$ cat config.mk
export PLATFORM = sky130hd
export DESIGN_NAME = gcm_out_collector
export DESIGN_NICKNAME = d
export VERILOG_FILES = /design/src/rtl/gcm_out_collector.sv
export SDC_FILE = /design/constraint.sdc
export NUM_CORES = 1
export LEC_CHECK = 0
export ABC_AREA = 0
export BUFFER_PORTS_ARGS = -buffer_cell sky130_fd_sc_hd__buf_2
export CAP_MARGIN = 10
export CORE_ASPECT_RATIO = 2
export CORE_MARGIN = 10
export CORE_UTILIZATION = 51
export CTS_BUF_LIST = sky130_fd_sc_hd__clkbuf_4 sky130_fd_sc_hd__clkbuf_8 sky130_fd_sc_hd__clkbuf_16
export CTS_CLUSTER_DIAMETER = 40
export DETAILED_ROUTE_END_ITERATION = 10
export PLACE_DENSITY = 0.88
export SLEW_MARGIN = 20
export SYNTH_ARGS = -nofsm -noshare
export SYNTH_HDL_FRONTEND = slang
export SYNTH_SLANG_ARGS = --single-unit
$ cat constraint.sdc
create_clock -name clk -period 5 [get_ports clk]
set_clock_uncertainty 0.2 [all_clocks]
set_input_delay 0.75 -clock clk [delete_from_list [all_inputs] [get_ports clk]]
set_output_delay 0.75 -clock clk [all_outputs]
set_load 0.005 [all_outputs]
$ cat src/rtl/gcm_out_collector.sv
// Collects GCM output words into a small show-ahead buffer, counts message bytes,
// captures the tag and compares it against the expected tag latched at start.
module gcm_out_collector #(
    parameter int unsigned DEPTH = 4,
    parameter int unsigned AW    = 2
) (
    input  logic         clk,
    input  logic         clrn,
    input  logic [127:0] Out_data,
    input  logic         Out_vld,
    input  logic         Tag_vld,
    input  logic [3:0]   Out_data_size,
    input  logic         Out_last_word,
    input  logic         start,
    input  logic [127:0] exp_tag,
    input  logic         rd_en,
    output logic [127:0] rd_data,
    output logic [3:0]   rd_size,
    output logic         rd_last,
    output logic         rd_empty,
    output logic         fifo_full,
    output logic [AW:0]  fifo_count,
    output logic [15:0]  byte_cnt,
    output logic [127:0] tag_out,
    output logic         busy,
    output logic         done,
    output logic         tag_match,
    output logic         overflow,
    output logic         seq_err
);

    typedef enum logic [1:0] {S_IDLE, S_COLLECT, S_DONE} state_e;

    state_e          state_q, state_d;
    logic [127:0]    data_mem [DEPTH];
    logic [3:0]      size_mem [DEPTH];
    logic [DEPTH-1:0] last_mem;
    logic [AW-1:0]   wr_ptr_q, wr_ptr_d, rd_ptr_q, rd_ptr_d;
    logic [AW:0]     count_q, count_d;
    logic [15:0]     byte_cnt_q, byte_cnt_d;
    logic [127:0]    tag_q, tag_d, exp_q, exp_d;
    logic            match_q, match_d, ovf_q, ovf_d, seq_q, seq_d;
    logic            last_seen_q, last_seen_d;
    logic            empty, full, do_pop, data_word, tag_word, do_wr;
    logic [127:0]    wr_data;
    logic [16:0]     byte_sum;

    assign empty     = (count_q == '0);
    assign full      = (count_q == (AW+1)'(DEPTH));
    // The start cycle clears the buffer, so neither pops nor writes take effect then.
    assign do_pop    = rd_en & ~empty & ~start;
    assign data_word = ~start & (state_q == S_COLLECT) & Out_vld & ~Tag_vld;
    assign tag_word  = ~start & (state_q == S_COLLECT) & Out_vld & Tag_vld;
    assign do_wr     = data_word & (~full | do_pop);
    assign byte_sum  = {1'b0, byte_cnt_q} + 17'(Out_data_size) + 17'd1;

    always_comb begin
        for (int i = 0; i < 16; i++) begin
            wr_data[8*i +: 8] = (4'(i) <= Out_data_size) ? Out_data[8*i +: 8] : 8'h00;
        end
    end

    always_comb begin
        state_d     = state_q;
        wr_ptr_d    = wr_ptr_q;
        rd_ptr_d    = rd_ptr_q;
        count_d     = count_q;
        byte_cnt_d  = byte_cnt_q;
        tag_d       = tag_q;
        exp_d       = exp_q;
        match_d     = match_q;
        ovf_d       = ovf_q;
        seq_d       = seq_q;
        last_seen_d = last_seen_q;
        if (start) begin
            state_d     = S_COLLECT;
            wr_ptr_d    = '0;
            rd_ptr_d    = '0;
            count_d     = '0;
            byte_cnt_d  = '0;
            tag_d       = '0;
            exp_d       = exp_tag;
            match_d     = 1'b0;
            ovf_d       = 1'b0;
            seq_d       = 1'b0;
            last_seen_d = 1'b0;
        end else begin
            if (do_wr) begin
                wr_ptr_d   = wr_ptr_q + AW'(1);
                byte_cnt_d = byte_sum[16] ? 16'hFFFF : byte_sum[15:0];
                if (Out_last_word) last_seen_d = 1'b1;
            end
            if (do_pop) rd_ptr_d = rd_ptr_q + AW'(1);
            if (do_wr && !do_pop) begin
                count_d = count_q + (AW+1)'(1);
            end else if (!do_wr && do_pop) begin
                count_d = count_q - (AW+1)'(1);
            end
            if (data_word && last_seen_q) seq_d = 1'b1;
            if (data_word && !do_wr) ovf_d = 1'b1;
            if (tag_word) begin
                tag_d   = Out_data;
                match_d = (Out_data == exp_q);
                state_d = S_DONE;
                if (!last_seen_q) seq_d = 1'b1;
            end
            if (state_q == S_DONE && Out_vld) seq_d = 1'b1;
        end
    end

    always_ff @(posedge clk or negedge clrn) begin
        if (!clrn) begin
            state_q     <= S_IDLE;
            wr_ptr_q    <= '0;
            rd_ptr_q    <= '0;
            count_q     <= '0;
            byte_cnt_q  <= '0;
            tag_q       <= '0;
            exp_q       <= '0;
            match_q     <= 1'b0;
            ovf_q       <= 1'b0;
            seq_q       <= 1'b0;
            last_seen_q <= 1'b0;
        end else begin
            state_q     <= state_d;
            wr_ptr_q    <= wr_ptr_d;
            rd_ptr_q    <= rd_ptr_d;
            count_q     <= count_d;
            byte_cnt_q  <= byte_cnt_d;
            tag_q       <= tag_d;
            exp_q       <= exp_d;
            match_q     <= match_d;
            ovf_q       <= ovf_d;
            seq_q       <= seq_d;
            last_seen_q <= last_seen_d;
        end
    end

    // Storage needs no reset: the head is masked to zero whenever the count is zero.
    always_ff @(posedge clk) begin
        if (do_wr) begin
            data_mem[wr_ptr_q] <= wr_data;
            size_mem[wr_ptr_q] <= Out_data_size;
            last_mem[wr_ptr_q] <= Out_last_word;
        end
    end

    assign rd_data    = empty ? '0 : data_mem[rd_ptr_q];
    assign rd_size    = empty ? '0 : size_mem[rd_ptr_q];
    assign rd_last    = empty ? 1'b0 : last_mem[rd_ptr_q];
    assign rd_empty   = empty;
    assign fifo_full  = full;
    assign fifo_count = count_q;
    assign byte_cnt   = byte_cnt_q;
    assign tag_out    = tag_q;
    assign busy       = (state_q == S_COLLECT);
    assign done       = (state_q == S_DONE);
    assign tag_match  = match_q;
    assign overflow   = ovf_q;
    assign seq_err    = seq_q;

endmodule

==> summary by stage <==
Floorplan
The top-level I/O count is 554. The floorplan has 133 rows. The width of the chip is between 200 and 250 um. The die extent in y is 385 um.

The die covers just under 0.08 sq mm. The total area inside the core boundary comes to around 0.066 sq mm. The initial standard-cell utilization of the core is 51.5%.

Route
The total routed wirelength is about 110000 um. The number of design-rule violations left by the first detailed-router iteration is between 1500 and 2000. The post-detailed-route count of antenna-violating nets is 0. The total via count after detailed routing is approximately 23000. Dividing the detail-routed wire length by the instance count gives a little over 30 um. The count of unresolved DRC violations after routing is 0. For this run, the detailed router's first-pass iteration total came to 6. In the routed layout, each cell is associated on average with a via count of between 6 and 7.

Yosys
After technology mapping, the gate count stands at around 2300. Summed over its instances, the top area cell type makes up 47.1% of the synthesized netlist area. After synthesis, the cell types taking the most area are edfxtp_1 47%, dfrtp_1 21%, mux4_2 8.8%, mux2_2 3.5%, and2_1 3.3%. The most used flip-flop cell after synthesis is edfxtp_1.

The number of flops mapped to enable cells by yosys is between 500 and 600. Of all flip-flops after synthesis, the portion carrying an async set or reset was a little over a third. The synthesized design spends more area on one cell type than any other, namely edfxtp_1. The number of register bits inferred by synthesis is 817.

In this run the mean area of a mapped cell was between 15 and 20 sq um. In this run the cell area of the synthesized design comes to around 0.034 sq mm. For this run, the number of Yosys warnings is 0. The share of synthesized area occupied by flip-flops and latches is between 60% and 70%.

Counting every net in the synthesized netlist gives between 2000 and 3000. The netlist uses 53 different library cells.

Clock tree
The clock passes through at most 3 buffers. Clock-pin slew was measured on the worst setup and hold paths at about 70 ps. The H-tree was split into 3 levels. In this run the clock root is driven by a clkbuf_16.

TritonCTS built the clock tree. The CTS buffer count is 75. Counting every sink on the clock net gives between 800 and 900.

The clock reaches the later pin of the worst-skew pair after 610 ps.

Global route
The sum of overflow across all layers after global routing is 0. Entering global routing, the biggest net connects about 180 pins. The first global-routing pass estimated between 150000 and 200000 um of wire. The initial antenna violation count is 56.

Across every metal layer, demand over resource in global routing totals a little under 30%. The via count of the first global-routing pass was about 23000.

Timing
For the pin with the worst max-slew slack, the measured transition is ~1100 ps. Setup repair after global routing left no endpoint under its margin. After routing, the total negative slack on setup checks comes to 0 ps. The highest clock frequency the design can meet is 262 MHz. The remaining max-slew budget at the tightest pin is approximately a quarter.

The number of pins with negative max-slew slack in the final report is 0. The count of final setup violators is 0. The worst hold margin is between 100 and 150 ps.

The number of hold violations in the final report is 0. The worst path uses around three quarters of the clock period. The post-layout minimum cycle time is ~3800 ps.

Pwr
In this run the power spent charging and discharging nets is about 5.1 mW. The leakage power total is between 15 and 20 nW. Of the total power, the share spent switching nets is roughly 29%. The worst voltage drop across the vdd grid is 0.696 mV.

The internal portion of the total power is ~13 mW. Power spread over the standard cell area amounts to ~440 mW/mm^2. The combinational share of power is 23.4%. Summing internal, switching and leakage power gives 17.7 mW.

Of the total power, registers draw a little over two fifths. The clock network burns between 30 and 40% of the power.

Worst setup path
STA classifies the critical path endpoint as a primary output. The worst path arrival time is between 2000 and 3000 ps. The startpoint type of the worst setup path is a flip-flop.

For the worst setup path, the data required time is 4050 ps. Among all stages on the critical path, the largest delay is contributed by or3_4. The peak per-stage delay on the critical path is around 660 ps. Traced cell by cell, the critical path runs through or3_4, buf_4, and2_1, buf_2. The start-to-end type of the worst setup path is flip-flop to primary output. In this run the worst path has a maximum fanout of between 70 and 80.

Place
Buffers placed on the I/O ports in this run total roughly 550. Summed over all nets, the half-perimeter wirelength after detailed placement is around 83000 um. The placed instances occupy a cell area of 0.0378 sq mm. The final weighted congestion of routability-driven global placement is ~1.

Run
Across the run, the number of max-cap violations was 0.

Cells and area
For this run, the post-layout net count is between 3000 and 4000. From synthesis to final layout, the design area changed by 19.1%. Cells with a size suffix above 1 make up between 30% and 40% of the layout. The post-route standard cell area excluding fillers is 0.0404 sq mm.

Outcome
The run finished with clean final reports.

Hold path
The worst min-delay path class is input pin to flip-flop.
## area by class of cell
cell class | instances | area [sq um]
diodes | 25 | 62.6
clock buffers | 95 | 2070
clock inverters | 41 | 450
fillers | 4905 | 25500
inverters | 54 | 210
multi-input cells | 1270 | 10200
flip-flops and latches | 817 | 23100
well taps | 877 | 1100
repair buffers | 585 | 3190
## worst max-delay path: cells and delay by family (launching register included)
kind | cells | cell delay (ps)
DFF | 1 | 460
and+or+nand+nor | 2 | 920
buffers and inverters | 2 | 750
## Yosys cell counts, types with 2 or more instances
cell       number
a2111o_1       12
a2111oi_0       3
a2111oi_2       3
a211oi_1        6
a21o_1          3
a21oi_1        15
a311oi_1        4
a31oi_1         7
and2_0          2
and2_1        180
and3_1         26
buf_1          14
buf_2          30
clkbuf_1       75
dfrtp_1       285
edfxtp_1      532
fa_1            2
ha_1            8
inv_1          53
mux2_2        104
mux2i_1         6
mux4_2        133
nand2_1       266
nand2b_1       23
nand3_1       133
nand4_1        14
nor2_1         34
nor2b_1        92
nor3_1          3
nor4_1         22
o2111ai_1       7
o21a_1          5
o21ai_0        46
o21ai_1         2
o22ai_1        17
o31ai_1         3
or3_1           5
xnor2_1        27
xor2_1         45
## cell usage in the layout, fill, tap and decap left out, types with 53 or more instances in the layout
cell type and instances:
buf_2 551, edfxtp_1 532, dfrtp_1 283, nand2_1 265, and2_1 175, mux4_2 133, nand3_1 133, mux2_2 104
nor2b_1 92, clkbuf_16 75, inv_1 53
## per-layer routing
layer / global-route usage (%) / wire [um] / vias to the layer above
met5: 0 / 431 / -
met4: 14.0 / 6120 / 66
met3: 10.0 / 13300 / 328
met2: 47.0 / 55200 / 1429
met1: 34.0 / 39700 / 11400
li1: - / - / 9417
## logic make-up (layout without fill, tap and decap cells)
logic type / Yosys count / in the layout / synth area share, %
AND/OR/NAND/NOR: 806 / 806 / 12.2
AO/OA/AOI/OAI: 139 / 139 / 2.86
XOR/XNOR: 72 / 72 / 1.86
flip-flops: 817 / 817 / 68.1
adder cells (fa/ha/maj): 10 / 10 / 0.413
buffers and inverters: 174 / 775 / 2.05
multiplexers: 243 / 243 / 12.5
other: 0 / 25 / 0
## power groups by stage
stage / clock network (mW) / registers, mW / logic (mW)
6_report: 5.88 / 7.68 / 4.13
3_3_place_gp: 0 / 7.80 / 4.13
3_5_place_dp: 0 / 7.81 / 4.19
4_1_cts: 5.93 / 7.67 / 4.21
5_1_grt: 6.17 / 7.70 / 4.44
2_1_floorplan: 0 / 7.71 / 2.27
## flip-flops by register name (all words and copies together) (netlist names), 3 cells and up
| signal | cells |
|---|---|
| data_mem | 512 |
| exp_q | 128 |
| tag_out | 128 |
| byte_cnt | 16 |
| size_mem | 16 |
| last_mem | 4 |
| fifo_count | 3 |
## final timing paths
check                                   to  cells past startpoint     startpoint  slack (ps)
setup / recovery               rd_data[60]                      4  fifo_count[0]        1180
hold / removal                   exp_q[45]                      3    exp_tag[45]         140
setup reg to reg           data_mem[1][79]                      6     state_q[1]        1910
hold reg to reg                tag_out[44]                      2    tag_out[44]         300
max in group asynchronous      tag_out[94]                      3           clrn        2890
min in group asynchronous     byte_cnt[10]                      2           clrn         540
## metrics by stage
step / utilization, % / worst slack (ps) / instances
4_1_cts: 61.2 / 1150 / 3739
5_1_grt: 61.2 / 1010 / 3745
2_1_floorplan: - / 808 / 2261
3_3_place_gp: 57.3 / 1520 / 3602
6_report: 61.3 / 1180 / 3764
3_5_place_dp: 57.3 / 1440 / 3602
## timing repair
action,4_1_cts,5_1_grt
gates resized for setup,0,0
hold buffers,1,0
endpoints found under the hold margin,22,0
setup buffers,0,0
(Power assumes the default switching activity.)
